File: config.mk
export PLATFORM = sky130hd
export DESIGN_NAME = pwm_duty_meas
export DESIGN_NICKNAME = d
export VERILOG_FILES = /design/src/rtl/pwm_pkg.sv /design/src/rtl/pwm_in_cond.sv /design/src/rtl/pwm_duty_meas.sv
export SDC_FILE = /design/constraint.sdc
export NUM_CORES = 1
export LEC_CHECK = 0
export BUFFER_PORTS_ARGS = -buffer_cell sky130_fd_sc_hd__buf_4
export CORE_AREA = 4 4 78 152
export CTS_CLUSTER_DIAMETER = 50
export DETAILED_ROUTE_END_ITERATION = 8
export DIE_AREA = 0 0 82 156
export GPL_ROUTABILITY_DRIVEN = 0
export PLACE_DENSITY = 0.58
export SLEW_MARGIN = 20
export SYNTH_ARGS = -nofsm -noshare
export SYNTH_HDL_FRONTEND = slang
export SYNTH_SLANG_ARGS = --single-unit
File: constraint.sdc
create_clock -name clk -period 7.4 [get_ports clk]
set_input_delay 0.74 -clock clk [delete_from_list [all_inputs] [get_ports clk]]
set_output_delay 0.74 -clock clk [all_outputs]
set_load 0.02 [all_outputs]
File: src/rtl/pwm_pkg.sv
// Shared constants and types for the PWM duty-cycle measurement block.
// PWM_GLITCH_FILT_EN enables the input glitch filter in pwm_in_cond.
package pwm_pkg;

    localparam int PWM_DUTY_W      = 11;
    localparam int PWM_PERIOD      = 2048;
    localparam int PWM_TIMEOUT     = 3072;
    localparam int PWM_CNT_W       = 12;
    localparam int PWM_SYNC_STAGES = 2;
    localparam int PWM_FILT_LEN    = 4;

    typedef logic [PWM_DUTY_W-1:0] duty_t;

    typedef enum logic [2:0] {
        IDLE,
        HIGH,
        LOW,
        STUCK_HI,
        STUCK_LO,
        WAIT
    } meas_state_t;

endpackage

File: src/rtl/pwm_in_cond.sv
// Input conditioning: synchronizer, optional glitch filter, registered edge detect.
// Glitch filter is built when PWM_GLITCH_FILT_EN is defined.
import pwm_pkg::*;

module pwm_in_cond #(
    parameter int SYNC_STAGES = PWM_SYNC_STAGES
) (
    input  logic clk,
    input  logic rst_n,
    input  logic pwm_in,
    output logic level,
    output logic rise,
    output logic fall
);

`ifdef PWM_GLITCH_FILT_EN
    localparam int FILT_LAT = PWM_FILT_LEN;
`else
    localparam int FILT_LAT = 0;
`endif
    localparam int WARM = SYNC_STAGES + FILT_LAT + 1;

    logic [SYNC_STAGES-1:0] sync;
    logic                   s;
    logic                   s_d;
    logic [WARM-1:0]        warm;

    always_ff @(posedge clk) begin
        if (!rst_n) begin
            sync <= '0;
        end else begin
            sync <= {sync[SYNC_STAGES-2:0], pwm_in};
        end
    end

`ifdef PWM_GLITCH_FILT_EN
    logic       filt;
    logic [1:0] filt_cnt;

    // Level follows the synchronized input only after it has differed for PWM_FILT_LEN cycles in a row.
    always_ff @(posedge clk) begin
        if (!rst_n) begin
            filt     <= 1'b0;
            filt_cnt <= 2'd0;
        end else if (sync[SYNC_STAGES-1] == filt) begin
            filt_cnt <= 2'd0;
        end else if (filt_cnt == 2'(PWM_FILT_LEN - 1)) begin
            filt     <= sync[SYNC_STAGES-1];
            filt_cnt <= 2'd0;
        end else begin
            filt_cnt <= filt_cnt + 2'd1;
        end
    end

    assign s = filt;
`else
    assign s = sync[SYNC_STAGES-1];
`endif

    // Edges are suppressed until the pipeline holds real samples, so a line
    // already high at reset release does not look like a fresh rising edge.
    always_ff @(posedge clk) begin
        if (!rst_n) begin
            s_d  <= 1'b0;
            rise <= 1'b0;
            fall <= 1'b0;
            warm <= '0;
        end else begin
            warm <= {warm[WARM-2:0], 1'b1};
            s_d  <= s;
            rise <= s & ~s_d & warm[WARM-1];
            fall <= ~s & s_d & warm[WARM-1];
        end
    end

    assign level = s_d;

endmodule

File: src/rtl/pwm_duty_meas.sv
// Measures high time and period of a PWM input and reports the duty word
// plus period-error and stuck flags. Optional glitch filter: PWM_GLITCH_FILT_EN.
import pwm_pkg::*;

module pwm_duty_meas #(
    parameter int DUTY_W      = PWM_DUTY_W,
    parameter int CNT_W       = PWM_CNT_W,
    parameter int TIMEOUT     = PWM_TIMEOUT,
    parameter int SYNC_STAGES = PWM_SYNC_STAGES
) (
    input  logic              clk,
    input  logic              rst_n,
    input  logic              pwm_in,
    output logic [DUTY_W-1:0] duty,
    output logic [CNT_W-1:0]  period,
    output logic              duty_vld,
    output logic              period_err,
    output logic              stuck_hi,
    output logic              stuck_lo,
    output logic [2:0]        fsm_state
);

    localparam logic [CNT_W-1:0] DUTY_MAX   = CNT_W'(2**DUTY_W - 1);
    localparam logic [CNT_W-1:0] PERIOD_NOM = CNT_W'(2**DUTY_W);
    localparam logic [CNT_W-1:0] TMO        = CNT_W'(TIMEOUT);

    logic level;
    logic rise;
    logic fall;

    pwm_in_cond #(
        .SYNC_STAGES(SYNC_STAGES)
    ) u_in_cond (
        .clk   (clk),
        .rst_n (rst_n),
        .pwm_in(pwm_in),
        .level (level),
        .rise  (rise),
        .fall  (fall)
    );

    meas_state_t       state;
    meas_state_t       state_nxt;
    logic [CNT_W-1:0]  hi_cnt;
    logic [CNT_W-1:0]  lo_cnt;
    logic [CNT_W-1:0]  hi_nxt;
    logic [CNT_W-1:0]  lo_nxt;
    logic [CNT_W-1:0]  hi_inc;
    logic [CNT_W-1:0]  lo_inc;
    logic [CNT_W-1:0]  hi_m1;
    logic [CNT_W:0]    period_sum;
    logic [CNT_W-1:0]  period_calc;
    logic [DUTY_W-1:0] duty_calc;
    logic [DUTY_W-1:0] duty_nxt;
    logic [CNT_W-1:0]  period_nxt;
    logic              err_nxt;
    logic              shi_nxt;
    logic              slo_nxt;
    logic              vld_nxt;

    // Counters include the cycle on which the closing edge is seen, so hi_cnt is
    // exactly the high time and lo_inc the low time when the next rise lands.
    assign hi_inc      = (&hi_cnt) ? hi_cnt : hi_cnt + CNT_W'(1);
    assign lo_inc      = (&lo_cnt) ? lo_cnt : lo_cnt + CNT_W'(1);
    assign hi_m1       = hi_cnt - CNT_W'(1);
    assign duty_calc   = (hi_m1 > DUTY_MAX) ? '1 : hi_m1[DUTY_W-1:0];
    assign period_sum  = {1'b0, hi_cnt} + {1'b0, lo_inc};
    assign period_calc = period_sum[CNT_W] ? '1 : period_sum[CNT_W-1:0];

    always_comb begin
        state_nxt  = state;
        hi_nxt     = hi_cnt;
        lo_nxt     = lo_cnt;
        duty_nxt   = duty;
        period_nxt = period;
        err_nxt    = period_err;
        shi_nxt    = stuck_hi;
        slo_nxt    = stuck_lo;
        vld_nxt    = 1'b0;
        case (state)
            IDLE: begin
                if (rise) begin
                    state_nxt = HIGH;
                    hi_nxt    = '0;
                end
            end
            HIGH: begin
                hi_nxt = hi_inc;
                if (fall) begin
                    state_nxt = LOW;
                    lo_nxt    = '0;
                end else if (level && hi_inc == TMO) begin
                    state_nxt = STUCK_HI;
                    duty_nxt  = '1;
                    shi_nxt   = 1'b1;
                    slo_nxt   = 1'b0;
                    vld_nxt   = 1'b1;
                end
            end
            LOW: begin
                lo_nxt = lo_inc;
                if (rise) begin
                    state_nxt  = HIGH;
                    hi_nxt     = '0;
                    duty_nxt   = duty_calc;
                    period_nxt = period_calc;
                    err_nxt    = (period_calc != PERIOD_NOM);
                    shi_nxt    = 1'b0;
                    slo_nxt    = 1'b0;
                    vld_nxt    = 1'b1;
                end else if (!level && lo_inc == TMO) begin
                    state_nxt = STUCK_LO;
                    duty_nxt  = '0;
                    shi_nxt   = 1'b0;
                    slo_nxt   = 1'b1;
                    vld_nxt   = 1'b1;
                end
            end
            STUCK_HI: begin
                // High time before this fall is unknown; skip the next period.
                if (fall) begin
                    state_nxt = WAIT;
                    shi_nxt   = 1'b0;
                end
            end
            STUCK_LO: begin
                if (rise) begin
                    state_nxt = HIGH;
                    hi_nxt    = '0;
                    slo_nxt   = 1'b0;
                end
            end
            WAIT: begin
                if (rise) begin
                    state_nxt = HIGH;
                    hi_nxt    = '0;
                end
            end
            default: begin
                state_nxt = IDLE;
            end
        endcase
    end

    always_ff @(posedge clk) begin
        if (!rst_n) begin
            state      <= IDLE;
            hi_cnt     <= '0;
            lo_cnt     <= '0;
            duty       <= '0;
            period     <= '0;
            period_err <= 1'b0;
            stuck_hi   <= 1'b0;
            stuck_lo   <= 1'b0;
            duty_vld   <= 1'b0;
        end else begin
            state      <= state_nxt;
            hi_cnt     <= hi_nxt;
            lo_cnt     <= lo_nxt;
            duty       <= duty_nxt;
            period     <= period_nxt;
            period_err <= err_nxt;
            stuck_hi   <= shi_nxt;
            stuck_lo   <= slo_nxt;
            duty_vld   <= vld_nxt;
        end
    end

    assign fsm_state = state;

endmodule

==> results.sh <==
export IMPL_seq_power_share=0.376
export IMPL_grt_pass1_vias=3860
export IMPL_min_delay_path_depth=1
export IMPL_combPwrFrac=0.135
export IMPL_slew_headroom=0.254
export IMPL_p_sw_mw=0.244
export IMPL_crit_buf_inv=0
export IMPL_max_vdd_ir_drop_mv=0.147
export IMPL_clock_sinks=62
export IMPL_insertion_delay_ns=0.33
export IMPL_worst_ep_arrival_time_ns=4.61
export IMPL_yosys_area_top_type_share=0.298
export IMPL_pin_count=33
export IMPL_crit_path_max_fanout=12
export IMPL_slew_violations=0
export IMPL_synthArstFlopShare=0
export IMPL_path_delay_family="compound AO/OA/AOI/OAI gates"
export IMPL_period_share=0.596
export IMPL_crit_slowest_cell="o41ai_2"
export IMPL_fp_row_count=53
export IMPL_cp_cell_sequence="ha_1, nand3_2, nor4_4, mux2i_1, fa_1, nor2b_1, o2111ai_1, a311oi_1, o41ai_2, nand2_1, nor4b_1, a31oi_1"
export IMPL_dp_cells=646
export IMPL_switching_share=0.252
export IMPL_finalSetupViolCount=0
export IMPL_p_leak_nw=1.99
export IMPL_syn_instance_count=511
export IMPL_design_core_area_mm2=0.0106
export IMPL_setup_tns_ns=0
export IMPL_drv_cap=0
export IMPL_grt_usage=0.192
export IMPL_cp_depth=12
export IMPL_fin_hold_ws_ns=0.429
export IMPL_required_ns=7.60
export IMPL_synth_common_cells="63 x nand2_1, 62 x dfxtp_1, 33 x o21ai_0"
export IMPL_holdCritPathClass="flip-flop to flip-flop"
export IMPL_final_cells=662
export IMPL_cts_resized=0
export IMPL_yosysUniqueCellTypes=78
export IMPL_end_kind="flip-flop"
export IMPL_clock_path_buffers=2
export IMPL_critPathKind="flip-flop to flip-flop"
export IMPL_startpoint_type="flip-flop"
export IMPL_grt_pass1_wl_um=18800
export IMPL_cts_tree="yes"
export IMPL_yosysWarningCount=0
export IMPL_die_w_um=82
export IMPL_drcViolationCount=0
export IMPL_n_antenna_cell=0
export IMPL_synth_most_common_cell="nand2_1"
export IMPL_first_pass_iters=8
export IMPL_slowest_delay_ns=0.81
export IMPL_port_buffers=32
export IMPL_die_y_um=156
export IMPL_hpwl_um=8450
export IMPL_grt_max_degree=66
export IMPL_p_per_area_mw_per_mm2=205
export IMPL_syn_num_nets=531
export IMPL_synth_edf_count=0
export IMPL_tightest_slew_ns=1.11
export IMPL_ys_ff_latch=62
export IMPL_min_period_ns=4.41
export IMPL_path_clk_slew_ns=0.05
export IMPL_syn_area_per_cell_um2=8.14
export IMPL_initial_core_util=0.392
export IMPL_reg2reg_depth=12
export IMPL_status="complete, no violations"
export IMPL_cts_htree_levels=3
export IMPL_cts_hold_buffers=0
export IMPL_syn_area_mm2=0.00416
export IMPL_hold_violations=0
export IMPL_fin_nets=540
export IMPL_drt_iter0_markers=373
export IMPL_ant_nets=0
export IMPL_cts_buffers_inserted=9
export IMPL_final_core_util=0.444
export IMPL_synth_main_ff_cell="dfxtp_1"
export IMPL_use_met2=0.337
export IMPL_antenna_found_initial=0
export IMPL_syn_to_final_growth_pct=13.3
export IMPL_max_freq_mhz=227
export IMPL_cts_root_buf="clkbuf_16"
export IMPL_via_per_inst=5.92
export IMPL_post_cts_buffers=0
export IMPL_busiest_layer="met2"
export IMPL_synth_top_area_cell="dfxtp_1"
export IMPL_dieArea_mm2=0.0128
export IMPL_rsz0062_at_grt="no"
export IMPL_drive_above_1_share=0.141
export IMPL_post_drt_wl_per_cell_um=17.4
export IMPL_use_met1=0.196
export IMPL_p_clk_frac=0.489
export IMPL_seq_area_frac_synth=0.298
export IMPL_p_int_mw=0.724
export IMPL_ys_top_cells_by_area="dfxtp_1 30%, nand2_1 5.7%, ha_1 4.8%"
export IMPL_grt_overflow=0
export IMPL_finClkSkew_ns=0.00571
export IMPL_wl_um=11500
export IMPL_grtUsageMet3=0.0277
export IMPL_num_vias=3916
==> cell families after synthesis <==
group	share of synthesized area
muxes	0.0412
DFF	0.298
AOI/OAI and AO/OA	0.212
adders and majority gates	0.0529
buffers and inverters	0.0623
xor gates and xnor gates	0.0484
and+or+nand+nor	0.284
==> sequential cells by signal, summed over array words and instances (netlist names) <==
| signal | count |
|---|---|
| duty | 11 |
| u_in_cond.sync | 2 |
| stuck_hi | 1 |
| hi_cnt | 12 |
| duty_vld | 1 |
| u_in_cond.level | 1 |
| u_in_cond.warm | 3 |
| stuck_lo | 1 |
| fsm_state | 3 |
| period_err | 1 |
| u_in_cond.fall | 1 |
| u_in_cond.rise | 1 |
| period | 12 |
| lo_cnt | 12 |
==> layer usage <==
layer  wire length [um]  up-vias
met2               6150      153
met5                  0        -
met3                472       61
met1               4070     1820
met4                807        0
li1                   -     1882
==> power groups by stage <==
stage | clock network [mW] | registers (mW) | logic, mW
floorplan | 0 | 0.381 | 0.0815
global placement | 0 | 0.370 | 0.132
detailed placement | 0 | 0.371 | 0.132
CTS | 0.483 | 0.364 | 0.132
global route | 0.496 | 0.365 | 0.145
finish | 0.473 | 0.363 | 0.131
==> area by class of cell <==
type,count,area (um^2)
repair buffers,34,255
inverters,11,41.3
clock buffers,13,270
fillers,1101,5900
flip-flops and latches,62,1240
clock inverters,3,65.1
well taps,137,171
multi-input cells,402,2670
==> layout by cell type, fill, tap and decap left out, types with 14 or more instances in the layout <==
| cell type | netlist | routed |
|---|---|---|
| o21ai_0 | 33 | 33 |
| a31oi_1 | 15 | 15 |
| buf_4 | 1 | 34 |
| a21oi_1 | 23 | 23 |
| nand2_1 | 63 | 63 |
| mux2i_1 | 16 | 16 |
| nand3_1 | 14 | 14 |
| dfxtp_1 | 62 | 62 |
| nor2_1 | 27 | 27 |
| nor2b_1 | 18 | 18 |
| ha_1 | 16 | 16 |
==> worst register-to-register path, stage by stage, from the launching register on <==
cell and delay, ns:
dfxtp_1 0.47, ha_1 0.38, nand3_2 0.21, nor4_4 0.48
mux2i_1 0.40, fa_1 0.27, nor2b_1 0.07, o2111ai_1 0.30
a311oi_1 0.20, o41ai_2 0.81, nand2_1 0.14, nor4b_1 0.44
a31oi_1 0.13
==> per-stage QoR <==
stage	power, mW	setup slack (ns)	instance area [um^2]
after floorplan	0.463	3.84	4160
after global placement	0.501	3.31	4380
after detailed placement	0.502	3.07	4380
after CTS	0.979	2.96	4710
after global routing	1.01	2.61	4710
final	0.968	2.99	4710
==> worst paths after layout <==
path / start / slack, ns / end
max: lo_cnt[0]$_SDFFE_PN0P_ / 2.99 / period_err$_SDFFE_PN0P_
min: u_in_cond.sync[0]$_SDFF_PN0_ / 0.43 / u_in_cond.sync[1]$_SDFF_PN0_
max reg2reg: lo_cnt[0]$_SDFFE_PN0P_ / 2.99 / period_err$_SDFFE_PN0P_
min reg2reg: u_in_cond.sync[0]$_SDFF_PN0_ / 0.43 / u_in_cond.sync[1]$_SDFF_PN0_
(Power assumes the default switching activity.)
